==> config.mk <==
export PLATFORM = sky130hd
export DESIGN_NAME = execute_stage_mc
export DESIGN_NICKNAME = d
export VERILOG_FILES = /design/src/rtl/execute_stage_mc.sv
export SDC_FILE = /design/constraint.sdc
export NUM_CORES = 1
export LEC_CHECK = 0
export CAP_MARGIN = 20
export CELL_PAD_IN_SITES_DETAIL_PLACEMENT = 2
export CELL_PAD_IN_SITES_GLOBAL_PLACEMENT = 2
export CORE_MARGIN = 2
export CORE_UTILIZATION = 41
export DETAILED_ROUTE_END_ITERATION = 16
export DONT_BUFFER_PORTS = 1
export PLACE_DENSITY = 0.86
export SETUP_SLACK_MARGIN = 0.3
export SYNTH_ARGS = -nofsm -noshare
export SYNTH_HDL_FRONTEND = slang
export SYNTH_SLANG_ARGS = --single-unit
==> constraint.sdc <==
create_clock -name clk -period 16.3 [get_ports clk]
set_input_delay 1.63 -clock clk [delete_from_list [all_inputs] [get_ports clk]]
set_output_delay 1.63 -clock clk [all_outputs]
set_load 0.05 [all_outputs]
==> src/rtl/execute_stage_mc.sv <==
// Execute stage: operand forwarding, single-cycle ALU, branch/jump resolution, iterative MUL (result C+1 cycles after accept).
// ex_stall_out holds ID/EX while the multiplier iterates or mem_stall_in is high; flush_in and rst override both.
module execute_stage_mc #(
   parameter int DATA_WIDTH     = 32,
   parameter int PC_WIDTH       = 32,
   parameter int REG_ADDR_WIDTH = 5,
   parameter int MUL_STEP_BITS  = 4
) (
   input  logic                      clk,
   input  logic                      rst,
   input  logic                      valid_in,
   input  logic [3:0]                alu_op_in,
   input  logic [DATA_WIDTH-1:0]     data_a_in,
   input  logic [DATA_WIDTH-1:0]     data_b_in,
   input  logic [REG_ADDR_WIDTH-1:0] reg_a_addr_in,
   input  logic [REG_ADDR_WIDTH-1:0] reg_b_addr_in,
   input  logic [DATA_WIDTH-1:0]     constant_in,
   input  logic                      imm_inst_in,
   input  logic                      reg_wr_en_in,
   input  logic                      mem_rd_en_in,
   input  logic                      mem_wr_en_in,
   input  logic                      wb_sel_in,
   input  logic [REG_ADDR_WIDTH-1:0] reg_wr_addr_in,
   input  logic [PC_WIDTH-1:0]       pc_in,
   input  logic                      branch_inst_in,
   input  logic                      branch_ne_in,
   input  logic                      jmp_inst_in,
   input  logic                      jmp_use_r_in,
   input  logic [DATA_WIDTH-1:0]     mem_wb_data_in,
   input  logic [REG_ADDR_WIDTH-1:0] mem_wb_reg_addr_in,
   input  logic                      mem_wb_reg_wr_en_in,
   input  logic                      mem_stall_in,
   input  logic                      flush_in,
   output logic                      ex_stall_out,
   output logic                      valid_out,
   output logic                      reg_wr_en_out,
   output logic                      mem_rd_en_out,
   output logic                      mem_wr_en_out,
   output logic                      wb_sel_out,
   output logic                      select_new_pc_out,
   output logic [DATA_WIDTH-1:0]     alu_data_out,
   output logic [DATA_WIDTH-1:0]     mem_data_out,
   output logic [REG_ADDR_WIDTH-1:0] reg_wr_addr_out,
   output logic [PC_WIDTH-1:0]       new_pc_out
);

   localparam int C   = DATA_WIDTH / MUL_STEP_BITS;
   localparam int CW  = (C > 1) ? $clog2(C) : 1;
   localparam int SHW = $clog2(DATA_WIDTH);

   localparam logic [3:0] OP_ADD  = 4'd0;
   localparam logic [3:0] OP_SUB  = 4'd1;
   localparam logic [3:0] OP_AND  = 4'd2;
   localparam logic [3:0] OP_OR   = 4'd3;
   localparam logic [3:0] OP_XOR  = 4'd4;
   localparam logic [3:0] OP_SLL  = 4'd5;
   localparam logic [3:0] OP_SRL  = 4'd6;
   localparam logic [3:0] OP_SRA  = 4'd7;
   localparam logic [3:0] OP_SLT  = 4'd8;
   localparam logic [3:0] OP_SLTU = 4'd9;
   localparam logic [3:0] OP_SEQ  = 4'd10;
   localparam logic [3:0] OP_SNE  = 4'd11;
   localparam logic [3:0] OP_MUL  = 4'd12;

   typedef enum logic {S_IDLE, S_BUSY} state_t;

   state_t                r_state;
   state_t                w_state_nxt;
   logic [CW-1:0]         r_cnt;
   logic [DATA_WIDTH-1:0] r_mul_a;
   logic [DATA_WIDTH-1:0] r_mul_b;
   logic [DATA_WIDTH-1:0] r_acc;

   logic                  w_exm_a, w_exm_b, w_mwb_a, w_mwb_b;
   logic [DATA_WIDTH-1:0] w_fwd_a, w_fwd_b, w_alu_b, w_alu_res;
   logic [DATA_WIDTH-1:0] w_digit, w_mul_sum;
   logic [SHW-1:0]        w_shamt;
   logic                  w_mul_start, w_mul_last, w_busy_stall;
   logic                  w_taken, w_sel_pc;
   logic [PC_WIDTH-1:0]   w_new_pc;

   // EX/MEM wins over MEM/WB; load results (wb_sel) are not yet available in EX/MEM
   assign w_exm_a = valid_out & reg_wr_en_out & ~wb_sel_out &
                    (reg_a_addr_in == reg_wr_addr_out) & (reg_a_addr_in != '0);
   assign w_exm_b = valid_out & reg_wr_en_out & ~wb_sel_out &
                    (reg_b_addr_in == reg_wr_addr_out) & (reg_b_addr_in != '0);
   assign w_mwb_a = mem_wb_reg_wr_en_in & (reg_a_addr_in == mem_wb_reg_addr_in) & (reg_a_addr_in != '0);
   assign w_mwb_b = mem_wb_reg_wr_en_in & (reg_b_addr_in == mem_wb_reg_addr_in) & (reg_b_addr_in != '0);

   assign w_fwd_a = w_exm_a ? alu_data_out : (w_mwb_a ? mem_wb_data_in : data_a_in);
   assign w_fwd_b = w_exm_b ? alu_data_out : (w_mwb_b ? mem_wb_data_in : data_b_in);
   assign w_alu_b = imm_inst_in ? constant_in : w_fwd_b;
   assign w_shamt = w_alu_b[SHW-1:0];

   always_comb begin
      w_alu_res = '0;
      case (alu_op_in)
         OP_ADD:  w_alu_res = w_fwd_a + w_alu_b;
         OP_SUB:  w_alu_res = w_fwd_a - w_alu_b;
         OP_AND:  w_alu_res = w_fwd_a & w_alu_b;
         OP_OR:   w_alu_res = w_fwd_a | w_alu_b;
         OP_XOR:  w_alu_res = w_fwd_a ^ w_alu_b;
         OP_SLL:  w_alu_res = w_fwd_a << w_shamt;
         OP_SRL:  w_alu_res = w_fwd_a >> w_shamt;
         OP_SRA:  w_alu_res = $signed(w_fwd_a) >>> w_shamt;
         OP_SLT:  w_alu_res = DATA_WIDTH'($signed(w_fwd_a) < $signed(w_alu_b));
         OP_SLTU: w_alu_res = DATA_WIDTH'(w_fwd_a < w_alu_b);
         OP_SEQ:  w_alu_res = DATA_WIDTH'(w_fwd_a == w_alu_b);
         OP_SNE:  w_alu_res = DATA_WIDTH'(w_fwd_a != w_alu_b);
         default: w_alu_res = '0;
      endcase
   end

   assign w_taken  = (w_fwd_a == '0) ^ branch_ne_in;
   assign w_sel_pc = valid_in & (jmp_inst_in | (branch_inst_in & w_taken));
   assign w_new_pc = (jmp_inst_in & jmp_use_r_in) ? w_fwd_a[PC_WIDTH-1:0]
                                                  : pc_in + PC_WIDTH'($signed(constant_in));

   // Radix-2^MUL_STEP_BITS shift-add; the final partial sum feeds the pipe register directly
   assign w_digit   = DATA_WIDTH'(r_mul_b[MUL_STEP_BITS-1:0]);
   assign w_mul_sum = r_acc + r_mul_a * w_digit;

   assign w_mul_start  = (r_state == S_IDLE) & valid_in & (alu_op_in == OP_MUL) & ~flush_in;
   assign w_mul_last   = (r_state == S_BUSY) & (r_cnt == CW'(C - 1));
   assign w_busy_stall = w_mul_start | ((r_state == S_BUSY) & ~w_mul_last);
   assign ex_stall_out = w_busy_stall | mem_stall_in;

   always_ff @(posedge clk) begin
      if (rst) r_state <= S_IDLE;
      else     r_state <= w_state_nxt;
   end

   always_comb begin
      w_state_nxt = r_state;
      case (r_state)
         S_IDLE:  if (w_mul_start) w_state_nxt = S_BUSY;
         S_BUSY:  if (w_mul_last && !mem_stall_in) w_state_nxt = S_IDLE;
         default: w_state_nxt = S_IDLE;
      endcase
      if (flush_in) w_state_nxt = S_IDLE;
   end

   always_ff @(posedge clk) begin
      if (rst) begin
         r_cnt   <= '0;
         r_acc   <= '0;
         r_mul_a <= '0;
         r_mul_b <= '0;
      end else if (flush_in) begin
         r_cnt <= '0;
      end else if (w_mul_start) begin
         r_cnt   <= '0;
         r_acc   <= '0;
         r_mul_a <= w_fwd_a;
         r_mul_b <= w_alu_b;
      end else if ((r_state == S_BUSY) && !w_mul_last) begin
         r_cnt   <= r_cnt + CW'(1);
         r_acc   <= w_mul_sum;
         r_mul_a <= r_mul_a << MUL_STEP_BITS;
         r_mul_b <= r_mul_b >> MUL_STEP_BITS;
      end else if (w_mul_last && !mem_stall_in) begin
         r_cnt <= '0;
      end
   end

   always_ff @(posedge clk) begin
      if (rst) begin
         valid_out         <= 1'b0;
         reg_wr_en_out     <= 1'b0;
         mem_rd_en_out     <= 1'b0;
         mem_wr_en_out     <= 1'b0;
         wb_sel_out        <= 1'b0;
         select_new_pc_out <= 1'b0;
         alu_data_out      <= '0;
         mem_data_out      <= '0;
         reg_wr_addr_out   <= '0;
         new_pc_out        <= '0;
      end else if (flush_in) begin
         valid_out         <= 1'b0;
         reg_wr_en_out     <= 1'b0;
         mem_rd_en_out     <= 1'b0;
         mem_wr_en_out     <= 1'b0;
         wb_sel_out        <= 1'b0;
         select_new_pc_out <= 1'b0;
      end else if (!mem_stall_in) begin
         if (w_busy_stall) begin
            // Bubble while the multiplier iterates so downstream never sees a duplicate
            valid_out         <= 1'b0;
            reg_wr_en_out     <= 1'b0;
            mem_rd_en_out     <= 1'b0;
            mem_wr_en_out     <= 1'b0;
            wb_sel_out        <= 1'b0;
            select_new_pc_out <= 1'b0;
         end else begin
            valid_out         <= valid_in;
            reg_wr_en_out     <= valid_in & reg_wr_en_in;
            mem_rd_en_out     <= valid_in & mem_rd_en_in;
            mem_wr_en_out     <= valid_in & mem_wr_en_in;
            wb_sel_out        <= valid_in & wb_sel_in;
            select_new_pc_out <= w_sel_pc;
            alu_data_out      <= w_mul_last ? w_mul_sum : w_alu_res;
            mem_data_out      <= w_fwd_b;
            reg_wr_addr_out   <= reg_wr_addr_in;
            new_pc_out        <= w_new_pc;
         end
      end
   end

endmodule

==> results.md <==
- Result of the run: completed
- CTS tree: yes
- Asr flop ratio synth: 0%
- Area Overhead vs Synth: 6.865%
- TritonCTS Sinks: 207
- Slew Limit Fails: 0
- Clock-pin slew reported for the worst setup and hold paths after clock tree synthesis: 0.07 ns
- Via density: between 7 and 8
- Clock root cell: sky130_fd_sc_hd__clkbuf_16
- Capture endpoint of the worst hold path: r_acc[0]
- Setup repair after global routing missed its margin: false
- Skew final: about 0.036 ns
- Type of the setup path with the least slack: in -> reg
- Site row count: 90
- Synth Flop Type: sky130_fd_sc_hd__dfxtp_1
- Start of the worst register-to-register path: valid_out
- Count of cells along the worst hold path: 2
- LEAKAGE: 10.74 nW
- Mux share of post-synthesis cell area: 5.374%
- Die Wd: around 250 um
- Maximum operating frequency: 0.1234 GHz
- Worst path top cell family by delay: simple AND/OR/NAND/NOR gates
- Biggest area consumer among synthesized cells: sky130_fd_sc_hd__dfxtp_1
- Met3 Wirelength: 21760 um
- Global Route Usage Sum: 52.25%
- Number of antenna violations at the first check in global routing: 31
- Hold Worst Slack: roughly 0.52 ns
- Number of buffers added on ports: 0
- Synthesized-area fraction occupied by ao, oa, aoi and oai cells: 30.32%
- Cts repair resizes: 0
- Synthesized area per cell: between 7 and 8 sq um
- Yosys cell types: between 100 and 150
- Max_cap viols: 0
- Post-synthesis share of cell area spent on full adders, half adders and majority gates: 15.79%
- Total die area: 0.06275 sq mm
- Effective utilization at floorplan: 41.35%
- DP HPWL: roughly 120000 um
- #FFs+latches synth: around 210
- Largest family of logic cells by synthesized area: compound AO/OA/AOI/OAI gates
- Routed metal-1 wirelength: 60060 um
- HP Start: r_acc[0]
- Crit-path cells: or2_0 > o21a_1 > nor3_4 > buf_4 > mux2i_1 > o21ai_0 > mux2i_1 > inv_1 > ha_1 > or3_1 > nor4_1 > o2111ai_1 > o21a_1 > a21oi_1 > a21oi_1 > nor2_1 > nor4_1 > a211oi_1 > nand3_1 > nor4_1 > o22ai_1
- DRC violation total after the first TritonRoute iteration: ~3600
- Maximum resistive drop on vdd: 88.67 uV
- Deepest level of the CTS H-tree: 1
- Overflow after GRT: 0
- Worst Setup End Kind: flop
- Post-Route WL: 172200 um
- Buffers plus inverters on the worst setup path: 2
- Final setup viols: 0
- Critical-path cell with the highest stage delay: sky130_fd_sc_hd__mux2i_1
- Dominant cell type by count on the critical path: sky130_fd_sc_hd__nor4_1
- Worst-skew pair later-pin latency: 0.64 ns
- Number of remaining DRC errors: 0
- Summed instance area of the synthesized netlist: roughly 0.025 sq mm
- Remaining antenna violation count: 0
- Simple-gate area share of the yosys netlist: between 20% and 30%
- Post-synthesis net count: 3809
- Ranking of synthesized cells by instance count: 402 x sky130_fd_sc_hd__nand2_1, 321 x sky130_fd_sc_hd__nor2_1, 262 x sky130_fd_sc_hd__a21oi_1, 207 x sky130_fd_sc_hd__dfxtp_1, 176 x sky130_fd_sc_hd__o21ai_0
- Pwr/cell area: 77.22 mW/mm^2
- Finished Layout Cells: 4057
- Endpoint of the most critical register-to-register path: alu_data_out[28]
- I/O Pins: 307
- WP data required: 16.76 ns
- Cts hold-fix bufs: 0
- Uppermost layer routed: met5
- Sum of met2 wire segment lengths after detailed routing: 73090 um
- Share of the yosys chip area belonging to registers: between 10% and 20%
- Total number of nets in the final design: about 3700
- Layout cell share with drive strength beyond 1: 7.959%
- Number of synthesized flops with an enable pin: 0
- Number of buffers inserted by post-CTS setup repair: 0
- Number of iterations in the first detailed-routing pass: 6
- Period utilization: between 40% and 50%
- Number of placed instances, taps included: 3976
- Inserted Clock Buffers: 29
- Delay contributed by the slowest stage of the critical path: about 0.7 ns
- Critical path launch point type: input port
- Routability-driven placement congestion ratio: approximately 1.1
- Critical Path AT: approximately 8.6 ns
- Cells taking the most area after synthesis: sky130_fd_sc_hd__dfxtp_1 17%, sky130_fd_sc_hd__ha_1 8.6%, sky130_fd_sc_hd__fa_1 7.2%
- Logic depth of the worst register-to-register path: 22
- Maximum clock path buffer count: 3
- Gate Count Post-Synth: 3349
- Minimum clock period: around 8.1 ns
- Core region area: 0.06025 sq mm
- Post-detailed-route wirelength per cell: 42.44 um
- Class of the worst hold path: reg -> reg
- Worst-margin pin slew: approximately 1.4 ns
- Vias in the first global route: 31840
- Global-route wire length before repair: 238500 um
- Via total after detailed routing: 30380
- Sum of negative setup slack: 0 ns
- Xor/xnor share of the synthesized area: between 3 and 4%
- Count of endpoints failing hold in the final timing report: 0
- Cell with the most instances after synthesis: sky130_fd_sc_hd__nand2_1
- R2R Setup Slk: 8.46 ns
- Yosys top cell area share: 16.63%
- Number of warnings issued by yosys: 0
- Pre-CTS setup slack: 8.116 ns
- Die Y: 250.5 um
- Final worst setup slack: 8.195 ns
- Largest fanout of any net on the critical path: 30
- Largest net degree at the start of global routing: around 200
- Worst rel slew slack: 4.711%
-- worst max path at each step --
stage / from / to / slack [ns] / depth (start not counted)
global route: mem_wb_reg_addr_in[0] / alu_data_out[25] / 8.15 / 21
global placement: mem_wb_reg_addr_in[0] / alu_data_out[25] / 8.25 / 21
CTS: mem_wb_reg_addr_in[0] / alu_data_out[29] / 8.66 / 21
floorplan: mem_wb_reg_addr_in[0] / alu_data_out[0] / 9.81 / 23
finish: mem_wb_reg_addr_in[0] / alu_data_out[25] / 8.20 / 21
detailed placement: mem_wb_reg_addr_in[0] / alu_data_out[25] / 8.12 / 21
-- power by group --
group / switching [W] / internal [W]
clock: 0.000316 / 0.000393
sequential: 0.0000798 / 0.000523
combinational: 0.000529 / 0.000215
-- kinds of logic after synthesis --
family,Yosys count
and+or+nand+nor,1174
AOI/OAI and AO/OA,1073
buffers and inverters,417
adders and majority gates,261
DFF,207
muxes,129
xor gates and xnor gates,88
-- cell type report --
cell class | count | area [sq um]
diodes | 21 | 52.55
clock buffers | 36 | 792.0
clock inverters | 17 | 186.4
fillers | 6828 | 33620
inverters | 181 | 683.2
multi-input cells | 2725 | 19070
flip-flops and latches | 207 | 4144
well taps | 782 | 978.4
repair buffers | 88 | 718.2
-- metal layers --
layer  vias up  global-route usage, %
met5         -                0.07722
met4        26                  41.75
met3       948                  21.71
met2      2364                  78.92
met1     15140                  57.84
li1      11910                      -
-- sequential cells by signal, indices dropped and copies added, names as in the netlist --
name / flops
mem_data_out: 32
r_acc: 32
r_mul_a: 32
wb_sel_out: 1
alu_data_out: 32
reg_wr_addr_out: 5
mem_rd_en_out: 1
r_mul_b: 32
reg_wr_en_out: 1
select_new_pc_out: 1
new_pc_out: 32
valid_out: 1
r_state: 1
mem_wr_en_out: 1
r_cnt: 3
-- cell usage in the layout, fill, tap and decap left out, types with 20 or more instances in the layout --
cell type and count:
sky130_fd_sc_hd__o211ai_1 34, sky130_fd_sc_hd__nor3_1 94, sky130_fd_sc_hd__a21o_1 58, sky130_fd_sc_hd__a311oi_1 22
sky130_fd_sc_hd__buf_4 82, sky130_fd_sc_hd__nor2_1 319, sky130_fd_sc_hd__diode_2 21, sky130_fd_sc_hd__nand3_1 117
sky130_fd_sc_hd__a22oi_1 92, sky130_fd_sc_hd__nand4_1 20, sky130_fd_sc_hd__o21ai_1 59, sky130_fd_sc_hd__mux2i_1 113
sky130_fd_sc_hd__dfxtp_1 207, sky130_fd_sc_hd__a21oi_1 261, sky130_fd_sc_hd__ha_1 172, sky130_fd_sc_hd__nor4_1 29
sky130_fd_sc_hd__nand2b_1 24, sky130_fd_sc_hd__and2_1 54, sky130_fd_sc_hd__a211oi_1 53, sky130_fd_sc_hd__xnor2_1 70
sky130_fd_sc_hd__o22ai_1 26, sky130_fd_sc_hd__clkbuf_16 29, sky130_fd_sc_hd__fa_1 89, sky130_fd_sc_hd__inv_1 170
sky130_fd_sc_hd__o21ai_0 176, sky130_fd_sc_hd__a31oi_4 21, sky130_fd_sc_hd__a221oi_1 38, sky130_fd_sc_hd__nand2_1 402
-- per-stage QoR --
stage	utilization (%)	area [sq um]	power (W)
after floorplan	-	24910	0.001038
after global placement	42.27	25470	0.001268
after detailed placement	42.29	25480	0.001290
after CTS	43.92	26460	0.001986
after global routing	44.14	26590	0.002081
final	44.19	26620	0.002056
-- tightest hold or removal path, delay by kind of cell, from the launching register on --
family / cells / cell delay [ns]
compound gates: 1 / 0.07
simple gates: 1 / 0.07
flops: 1 / 0.34
Power figures use the tool's default switching activity.
